$ cat src/rtl/dv_cam_pkg.sv
// Shared camera-path definitions: capture FSM states, default frame geometry
// and the pixel width used by the capture block and its consumers.
package dv_cam_pkg;

  localparam int H_ACTIVE_DEF = 640;
  localparam int V_ACTIVE_DEF = 480;
  localparam int PIX_W        = 16;

  typedef enum logic [2:0] {
    IDLE         = 3'd0,
    WAIT_VS_HIGH = 3'd1,
    WAIT_VS_LOW  = 3'd2,
    CAPTURE      = 3'd3,
    DONE         = 3'd4
  } cap_state_e;

  // Decimation is 1 or 2, so the per-axis divide is a right shift by 0 or 1.
  function automatic int decim_shift(input int decim);
    return (decim >= 2) ? 1 : 0;
  endfunction

endpackage

$ cat src/rtl/fb_port_arb.sv
// Registered single-port framebuffer mux. Capture writes always win; a
// pending read is issued only on cycles with no write.
//
// Read handshake: rd_req is a level the reader holds until it sees rd_grant.
// rd_grant=1 means rd_addr (sampled on the previous edge) is on fb_addr this
// cycle; read data is valid one cycle after rd_grant. The reader drops or
// changes rd_req/rd_addr only after a grant.
module fb_port_arb #(
  parameter int ADDR_W = 17,
  parameter int DATA_W = 16
) (
  input  logic              clk,
  input  logic              rst,
  input  logic              wr_en,
  input  logic [ADDR_W-1:0] wr_addr,
  input  logic [DATA_W-1:0] wr_data,
  input  logic              rd_req,
  input  logic [ADDR_W-1:0] rd_addr,
  output logic              fb_we,
  output logic [ADDR_W-1:0] fb_addr,
  output logic [DATA_W-1:0] fb_wdata,
  output logic              rd_grant
);

  logic              fb_we_q, fb_we_d;
  logic              rd_grant_q, rd_grant_d;
  logic [ADDR_W-1:0] fb_addr_q, fb_addr_d;
  logic [DATA_W-1:0] fb_wdata_q, fb_wdata_d;

  // Port selection: write beats read; idle cycles hold the last address.
  always_comb begin
    fb_we_d    = 1'b0;
    rd_grant_d = 1'b0;
    fb_addr_d  = fb_addr_q;
    fb_wdata_d = fb_wdata_q;
    if (wr_en) begin
      fb_we_d    = 1'b1;
      fb_addr_d  = wr_addr;
      fb_wdata_d = wr_data;
    end else if (rd_req) begin
      rd_grant_d = 1'b1;
      fb_addr_d  = rd_addr;
    end
  end

  // Output register for the framebuffer port.
  always_ff @(posedge clk) begin
    if (rst) begin
      fb_we_q    <= 1'b0;
      rd_grant_q <= 1'b0;
      fb_addr_q  <= '0;
      fb_wdata_q <= '0;
    end else begin
      fb_we_q    <= fb_we_d;
      rd_grant_q <= rd_grant_d;
      fb_addr_q  <= fb_addr_d;
      fb_wdata_q <= fb_wdata_d;
    end
  end

  assign fb_we    = fb_we_q;
  assign rd_grant = rd_grant_q;
  assign fb_addr  = fb_addr_q;
  assign fb_wdata = fb_wdata_q;

endmodule

$ cat src/rtl/frame_capture_ctrl.sv
// Frame capture sequencer: arms on cap_start / cap_continuous, aligns to the
// next full frame via vsync, decimates and writes pixels into the framebuffer
// and shares the framebuffer port with a downstream reader.
// Optional build macro CAP_TIMEOUT_EN adds a watchdog that aborts a capture
// stuck in any armed state for TIMEOUT_CYCLES cycles.
module frame_capture_ctrl
  import dv_cam_pkg::*;
#(
  parameter int H_ACTIVE       = H_ACTIVE_DEF,
  parameter int V_ACTIVE       = V_ACTIVE_DEF,
  parameter int DECIM          = 2,
  parameter int ADDR_W         = 17,
  parameter int TIMEOUT_CYCLES = 2000000
) (
  input  logic              p_clock,
  input  logic              rst,
  input  logic              vsync,
  input  logic [PIX_W-1:0]  pix_data,
  input  logic [9:0]        pix_x,
  input  logic [8:0]        pix_y,
  input  logic              pix_valid,
  input  logic              frame_done,
  input  logic              cap_start,
  input  logic              cap_continuous,
  output logic              cap_busy,
  output logic              cap_done,
  output logic [7:0]        frame_count,
  output logic              cap_timeout,
  output logic              fb_we,
  output logic [ADDR_W-1:0] fb_addr,
  output logic [PIX_W-1:0]  fb_wdata,
  input  logic              rd_req,
  input  logic [ADDR_W-1:0] rd_addr,
  output logic              rd_grant
);

  // Elaboration-time guards on the configuration.
  if (!(DECIM == 1 || DECIM == 2)) begin : g_bad_decim
    $error("frame_capture_ctrl: DECIM must be 1 or 2");
  end
  if ((64'd1 << ADDR_W) < 64'((H_ACTIVE / DECIM) * (V_ACTIVE / DECIM))) begin : g_bad_addr_w
    $error("frame_capture_ctrl: ADDR_W too small for the decimated frame");
  end
  if (TIMEOUT_CYCLES < 1 || TIMEOUT_CYCLES > 4194303) begin : g_bad_timeout
    $error("frame_capture_ctrl: TIMEOUT_CYCLES must fit the 22-bit watchdog");
  end

  localparam int         DSH    = decim_shift(DECIM);
  localparam int         LINE_W = H_ACTIVE / DECIM;
  localparam logic [9:0] XMASK  = 10'(DECIM - 1);
  localparam logic [8:0] YMASK  = 9'(DECIM - 1);

  cap_state_e        state_q, state_d;
  logic [7:0]        frame_count_q, frame_count_d;
  logic              capture_en;
  logic              timeout_hit;
  logic              wr_cand;
  logic [ADDR_W-1:0] wr_addr;

  // Current FSM state, visible to checkers by hierarchical reference.
  cap_state_e        state_dbg;
  assign state_dbg = state_q;

  // State register and completed-frame counter.
  always_ff @(posedge p_clock) begin
    if (rst) begin
      state_q       <= IDLE;
      frame_count_q <= '0;
    end else begin
      state_q       <= state_d;
      frame_count_q <= frame_count_d;
    end
  end

  // Next state: vsync must rise then fall before capture, so a capture
  // requested mid-frame waits for the following frame.
  always_comb begin
    state_d = state_q;
    unique case (state_q)
      IDLE:         if (cap_start || cap_continuous) state_d = WAIT_VS_HIGH;
      WAIT_VS_HIGH: if (vsync)      state_d = WAIT_VS_LOW;
      WAIT_VS_LOW:  if (!vsync)     state_d = CAPTURE;
      CAPTURE:      if (frame_done) state_d = DONE;
      DONE:         state_d = cap_continuous ? WAIT_VS_HIGH : IDLE;
      default:      state_d = IDLE;
    endcase
    if (timeout_hit) state_d = IDLE;
  end

  // Moore outputs and the frame counter update (wraps 255 -> 0).
  always_comb begin
    cap_busy      = (state_q != IDLE);
    cap_done      = (state_q == DONE);
    capture_en    = (state_q == CAPTURE);
    frame_count_d = frame_count_q + ((state_q == DONE) ? 8'd1 : 8'd0);
  end

  // Write candidate (in-range, on the decimation grid) and its raster address.
  always_comb begin
    wr_cand = capture_en && pix_valid
           && (32'(pix_x) < 32'(H_ACTIVE)) && (32'(pix_y) < 32'(V_ACTIVE))
           && ((pix_x & XMASK) == 10'd0) && ((pix_y & YMASK) == 9'd0);
    wr_addr = ADDR_W'(((32'(pix_y) >> DSH) * 32'(LINE_W)) + (32'(pix_x) >> DSH));
  end

`ifdef CAP_TIMEOUT_EN
  localparam logic [21:0] TMO_LAST = 22'(TIMEOUT_CYCLES - 1);

  logic [21:0] tmo_cnt_q, tmo_cnt_d;
  logic        tmo_pulse_q, tmo_pulse_d;
  logic        tmo_counting;

  // Watchdog: restarts on every state change, runs only while armed.
  always_comb begin
    tmo_counting = (state_q == WAIT_VS_HIGH) || (state_q == WAIT_VS_LOW) ||
                   (state_q == CAPTURE);
    timeout_hit  = tmo_counting && (tmo_cnt_q == TMO_LAST);
    tmo_pulse_d  = timeout_hit;
    if (!tmo_counting || (state_d != state_q)) tmo_cnt_d = '0;
    else                                       tmo_cnt_d = tmo_cnt_q + 22'd1;
  end

  // Watchdog counter and one-cycle timeout pulse.
  always_ff @(posedge p_clock) begin
    if (rst) begin
      tmo_cnt_q   <= '0;
      tmo_pulse_q <= 1'b0;
    end else begin
      tmo_cnt_q   <= tmo_cnt_d;
      tmo_pulse_q <= tmo_pulse_d;
    end
  end

  assign cap_timeout = tmo_pulse_q;
`else
  assign timeout_hit = 1'b0;
  assign cap_timeout = 1'b0;
`endif

  assign frame_count = frame_count_q;

  fb_port_arb #(
    .ADDR_W (ADDR_W),
    .DATA_W (PIX_W)
  ) u_arb (
    .clk      (p_clock),
    .rst      (rst),
    .wr_en    (wr_cand),
    .wr_addr  (wr_addr),
    .wr_data  (pix_data),
    .rd_req   (rd_req),
    .rd_addr  (rd_addr),
    .fb_we    (fb_we),
    .fb_addr  (fb_addr),
    .fb_wdata (fb_wdata),
    .rd_grant (rd_grant)
  );

endmodule

$ cat config.mk
export PLATFORM = sky130hd
export DESIGN_NAME = frame_capture_ctrl
export DESIGN_NICKNAME = d
export VERILOG_FILES = /design/src/rtl/dv_cam_pkg.sv /design/src/rtl/fb_port_arb.sv /design/src/rtl/frame_capture_ctrl.sv
export SDC_FILE = /design/constraint.sdc
export NUM_CORES = 1
export LEC_CHECK = 0
export BUFFER_PORTS_ARGS = -buffer_cell sky130_fd_sc_hd__buf_2
export CAP_MARGIN = 10
export CORE_MARGIN = 8
export CORE_UTILIZATION = 35
export CTS_BUF_LIST = sky130_fd_sc_hd__clkbuf_16
export CTS_CLUSTER_SIZE = 16
export DETAILED_ROUTE_END_ITERATION = 6
export SYNTH_ARGS = -nofsm -noshare
export SYNTH_HDL_FRONTEND = slang
export SYNTH_HIERARCHICAL = 1
export SYNTH_SLANG_ARGS = --single-unit
$ cat constraint.sdc
create_clock -name p_clock -period 5.65 [get_ports p_clock]
set_input_delay 1.695 -clock p_clock [delete_from_list [all_inputs] [get_ports p_clock]]
set_output_delay 1.695 -clock p_clock [all_outputs]
set_load 0.01 [all_outputs]
Word-level counts from Yosys, hierarchy flattened
Index checks and enable logic that the tools add are counted.
Word-level totals
  register bits: 46
  latch bits: 0
  bits in writable memories: 0
  bits in read-only memories: 0
  input port bits: 60
  output and inout bits: 46
  word-level logic and storage cells: 43
  memories kept: 0
Operators by class
  add/sub/neg operators: 2
  $mul: 1
  divide/modulo/power cells: 0
  magnitude comparators: 2
  eq/ne operators: 8
  shift-type cells: 0
  multiplexer cells: 11
  bitwise gates (word level): 0
  reduce and logical (&&, ||, !) cells: 13
Operators by type and width (count)
  $mux 17: 2
  $add 17x9->17: 1
  $pmux 3 s5: 1
  $mux 3: 4
  $mul 8x3->11 const B: 1
  $logic_not 10->1: 1
  $lt 10x10->1 const B: 1
  $logic_not 9->1: 1
  $lt 9x9->1 const B: 1
  $add 8x1->8: 1
  $ne 2x2->1 const B: 4
  $eq 3x2->1 const B: 2
  $logic_and 1x1->1: 5
  $mux 1: 4
  $reduce_and 4->1: 1
  $eq 3x1->1 const B: 1
  $eq 3x3->1 const B: 1
  $logic_not 3->1: 1
  $reduce_bool 3->1: 1
  $reduce_bool 2->1: 1
  $reduce_or 2->1: 1
  $logic_or 1x1->1: 1

Logic depth before layout (Yosys ltp)
  depth in word-level cells: 7
  mapped depth: 12

By module
The synthesis kept the hierarchy.
Modules (own cells, without submodules)
  fb_port_arb: times used 1, cells an instance 132, area an instance 1441.4 um^2, sequential area each 700.7 um^2
  frame_capture_ctrl: times used 1, cells an instance 126, area an instance 1088.5 um^2, sequential area each 220.2 um^2

Worst setup path before layout
OpenSTA, ideal clock, no wires.
  path kind: input to register
  start point: in pix_y[2]
  end point: reg u_arb.fb_addr_q[16] (netlist: u_arb/fb_addr[16])
  setup time: 86 ps
  arrival time: 3784 ps
  data required time: 5564 ps
  setup slack: 1780 ps
  stages: 10
  cell sequence: ha_1 -> ha_1 -> inv_1 -> fa_1 -> or3_4 -> nor3_4 -> nand3_1 -> o211ai_1 -> nor2b_1 -> a211oi_1
On the way
  elaborated cells between the ends (all ways): 8
  those cells by class: 1 x add/sub; 1 x mul; 1 x order compare; 1 x mux; 4 x reduce/logical
RTL lines
  start: declaration: line frame_capture_ctrl.sv:20  | input logic [8:0] pix_y,
  $mul 8x3->11: line frame_capture_ctrl.sv:103  | wr_addr = ADDR_W'(((32'(pix_y) >> DSH) * 32'(LINE_W)) + (32'(pix_x) >> DSH));
  $add 17x9->17: line frame_capture_ctrl.sv:103
  via wr_addr[16]: line frame_capture_ctrl.sv:58  | logic [ADDR_W-1:0] wr_addr;
  $mux 17: line fb_port_arb.sv:36  | if (wr_en) begin
  end signal: assignment: line fb_port_arb.sv:56  | fb_addr_q <= fb_addr_d;
  end: declaration: line fb_port_arb.sv:27  | logic [ADDR_W-1:0] fb_addr_q, fb_addr_d;
The timed path passes the listed nets, and every way through them passes these cells.
A chain may end at the register's enable or synchronous reset.

Final worst setup path
Same ends and word-level chain as after synthesis.

==> results.cfg <==
[status]
outcome = completed

[sta]
rsz0062_at_grt = false
drv_slew = 0
period_share_pct = 69.8
setup_viol = 0
finalCriticalPeriod_ns = 3.94
fin_skew_ns = 0.00175
fin_ws_ns = 1.71
hold_violations = 0
whs_ns = 0.487
worst-slew-pin-transition_ns = 0.860
tns_ns = 0
slew_headroom_pct = 42.6
fmax_mhz = 254

[global_routing]
grt_pass1_wl_um = 10400
grt_max_degree = 47
grt_pass1_vias = 2201
grt-ovfl-total = 0
grt_antenna_before_repair = 0
grt_usage_pct = 12.6

[power]
p_sw_share_pct = 27.5
power.switching_mw = 0.215
p_int_mw = 0.566
pwr-share-clk_pct = 37.5
p_seq_share_pct = 43.5
combinationalPowerShare_pct = 18.9
ir_worst_vdd_v = 0.000101
p_leak_nw = 1.52
power_density_nw_per_um2 = 241

[placement]
pre_cts_ws_ns = 1.46
gp_congestion = 0.819
hpwl_um = 5050
port_buffers = 104

[yosys]
async_flop_share_pct = 0
synthFlopType = dfxtp_1
syn_avg_cell_area_um2 = 9.81
yosysSeqAreaShare_pct = 36.4
yosysWarnings = 6
synth_top_area_cell = dfxtp_1
synth_top_cell_area_share_pct = 36.4
synthCells = 258
synth_edf_count = 0
synth_cell_types = 43
synth_area_leaders = dfxtp_1 36%, mux2i_1 13%, ha_1 8.4%
syn-cell-area_um2 = 2530
synth_nets = 337
synth-seq-cells = 46

[clocking]
cts_setup_buffers = 0
cts-root-buf = clkbuf_16
cts_hold_buf = 0
clock-sinks = 46
path_clk_slew_ns = 0.07
ctsResizeCount = 0
cts_tree = done
clk_path_buf_depth = 2
insertion_delay_ns = 0.29
cts_buffers = 5
cts-htree-levels = 2

[worst_setup_path]
ff2ff_path_depth = 6
worstPathArrival_ns = 4.08
regToRegSetupSlack_ns = 3.19
path_max_fanout = 3
end_kind = flop
rr_endpoint = u_arb/fb_addr[16]
start_kind = input port
r2r_start = state_dbg[1]
crit_path_start = pix_y[2]
cp-endpoint = u_arb/fb_addr[16]
cp.required_ns = 5.78
critPathKind = input port to flop

[die]
io_pins = 106
coreArea_um2 = 7140
rows = 31
fp.dieW_um = 101
initial_utilization_pct = 35.4
dieArea_um2 = 10200
die_y_um = 101

[final_layout]
nets = 435
drive_above_1_share_pct = 35.0
diodes = 0
final_cell_mix = 104 x buf_2, 46 x dfxtp_1, 33 x mux2i_1
layout_commonest_cell = buf_2
syn2layout_area_growth_pct = 27.9
fill_cells = 734

[route]
vias = 2104
first_pass_iters = 5
routed_wl_um = 6440
wl_per_cell_um = 14.1
via_per_inst = 4.61
antenna_left = 0
post-route-drc-count = 0
drt_iter0_drc = 58

[hold_path]
min_path_cells = 2
min_path_type = flop to flop

[flow_run]
cap_violations = 0
==> synth_stat cells, drive strengths merged (3+ instances only) <==
| cell type | n |
|---|---|
| a211oi | 19 |
| o21ai | 3 |
| nor3 | 3 |
| inv | 11 |
| mux2i | 33 |
| nor2 | 31 |
| xnor2 | 8 |
| buf | 8 |
| a21oi | 5 |
| ha | 17 |
| nor2b | 20 |
| nand3 | 6 |
| dfxtp | 46 |
| xor2 | 11 |
| and3 | 3 |
| nor3b | 4 |
| nand2 | 4 |
| clkbuf | 6 |
==> flip-flops by register name, indices dropped and copies added (netlist names) <==
| signal | count |
|---|---|
| u_arb/fb_wdata | 16 |
| u_arb/fb_we | 1 |
| frame_count | 8 |
| u_arb/rd_grant | 1 |
| u_arb/fb_addr | 17 |
| state_dbg | 3 |
==> cells by family after synthesis <==
| family | share of synthesized area, % |
|---|---|
| xor+xnor | 6.87 |
| simple gates | 17.4 |
| flops | 36.4 |
| compound gates | 10.9 |
| buf+inv | 5.24 |
| other cells | 0.148 |
| mux | 13.1 |
| fa+ha+maj | 9.99 |
==> critical path, stage by stage <==
cell and delay, ns:
buf_2 0.12, ha_1 0.28, ha_1 0.17, inv_1 0.06, fa_1 0.38, nand2b_1 0.16, o2bb2ai_1 0.18, xnor2_1 0.41
nor3_4 0.08, o211ai_1 0.19, o211ai_1 0.11, nor2b_1 0.15, a211oi_1 0.07
==> routing by layer <==
layer,global-route usage [%],routed length (µm),up-vias
met5,0,0,-
met4,4.70,74,0
met3,4.07,436,6
met2,22.5,3290,48
met1,13.6,2650,967
li1,-,-,1083
==> worst min path at each step <==
stage,to,from
2_1_floorplan,state_dbg[1],state_dbg[2]
3_3_place_gp,u_arb/fb_wdata[11],u_arb/fb_wdata[11]
3_5_place_dp,u_arb/fb_wdata[5],u_arb/fb_wdata[5]
4_1_cts,u_arb/fb_wdata[5],u_arb/fb_wdata[5]
5_1_grt,state_dbg[1],state_dbg[2]
6_report,u_arb/fb_wdata[5],u_arb/fb_wdata[5]
==> power groups by stage <==
| stage | registers, mW | clock network (mW) | logic [mW] |
|---|---|---|---|
| global placement | 0.347 | 0 | 0.145 |
| floorplan | 0.350 | 0 | 0.0981 |
| CTS | 0.340 | 0.303 | 0.150 |
| finish | 0.340 | 0.293 | 0.148 |
| detailed placement | 0.347 | 0 | 0.148 |
| global route | 0.341 | 0.313 | 0.164 |
==> metrics by stage <==
| step | util [%] | total power [mW] | cells | instance area (µm²) |
|---|---|---|---|---|
| after floorplan | - | 0.448 | 258 | 2530 |
| after global placement | 43.3 | 0.492 | 448 | 3090 |
| after detailed placement | 43.3 | 0.496 | 448 | 3090 |
| after CTS | 45.4 | 0.792 | 456 | 3240 |
| after global routing | 45.4 | 0.819 | 456 | 3240 |
| final | 45.4 | 0.781 | 456 | 3240 |
==> layout make-up <==
cell class	count	area, µm²	area share [%]
Multi-Input combinational cell	187	1480	45.6
Sequential cell	46	921	28.4
Timing Repair Buffer	105	528	16.3
Clock buffer	5	125	3.87
Tap cell	99	124	3.83
Inverter	11	41.3	1.28
Clock inverter	3	21.3	0.657
Power figures use the tool's default switching activity.
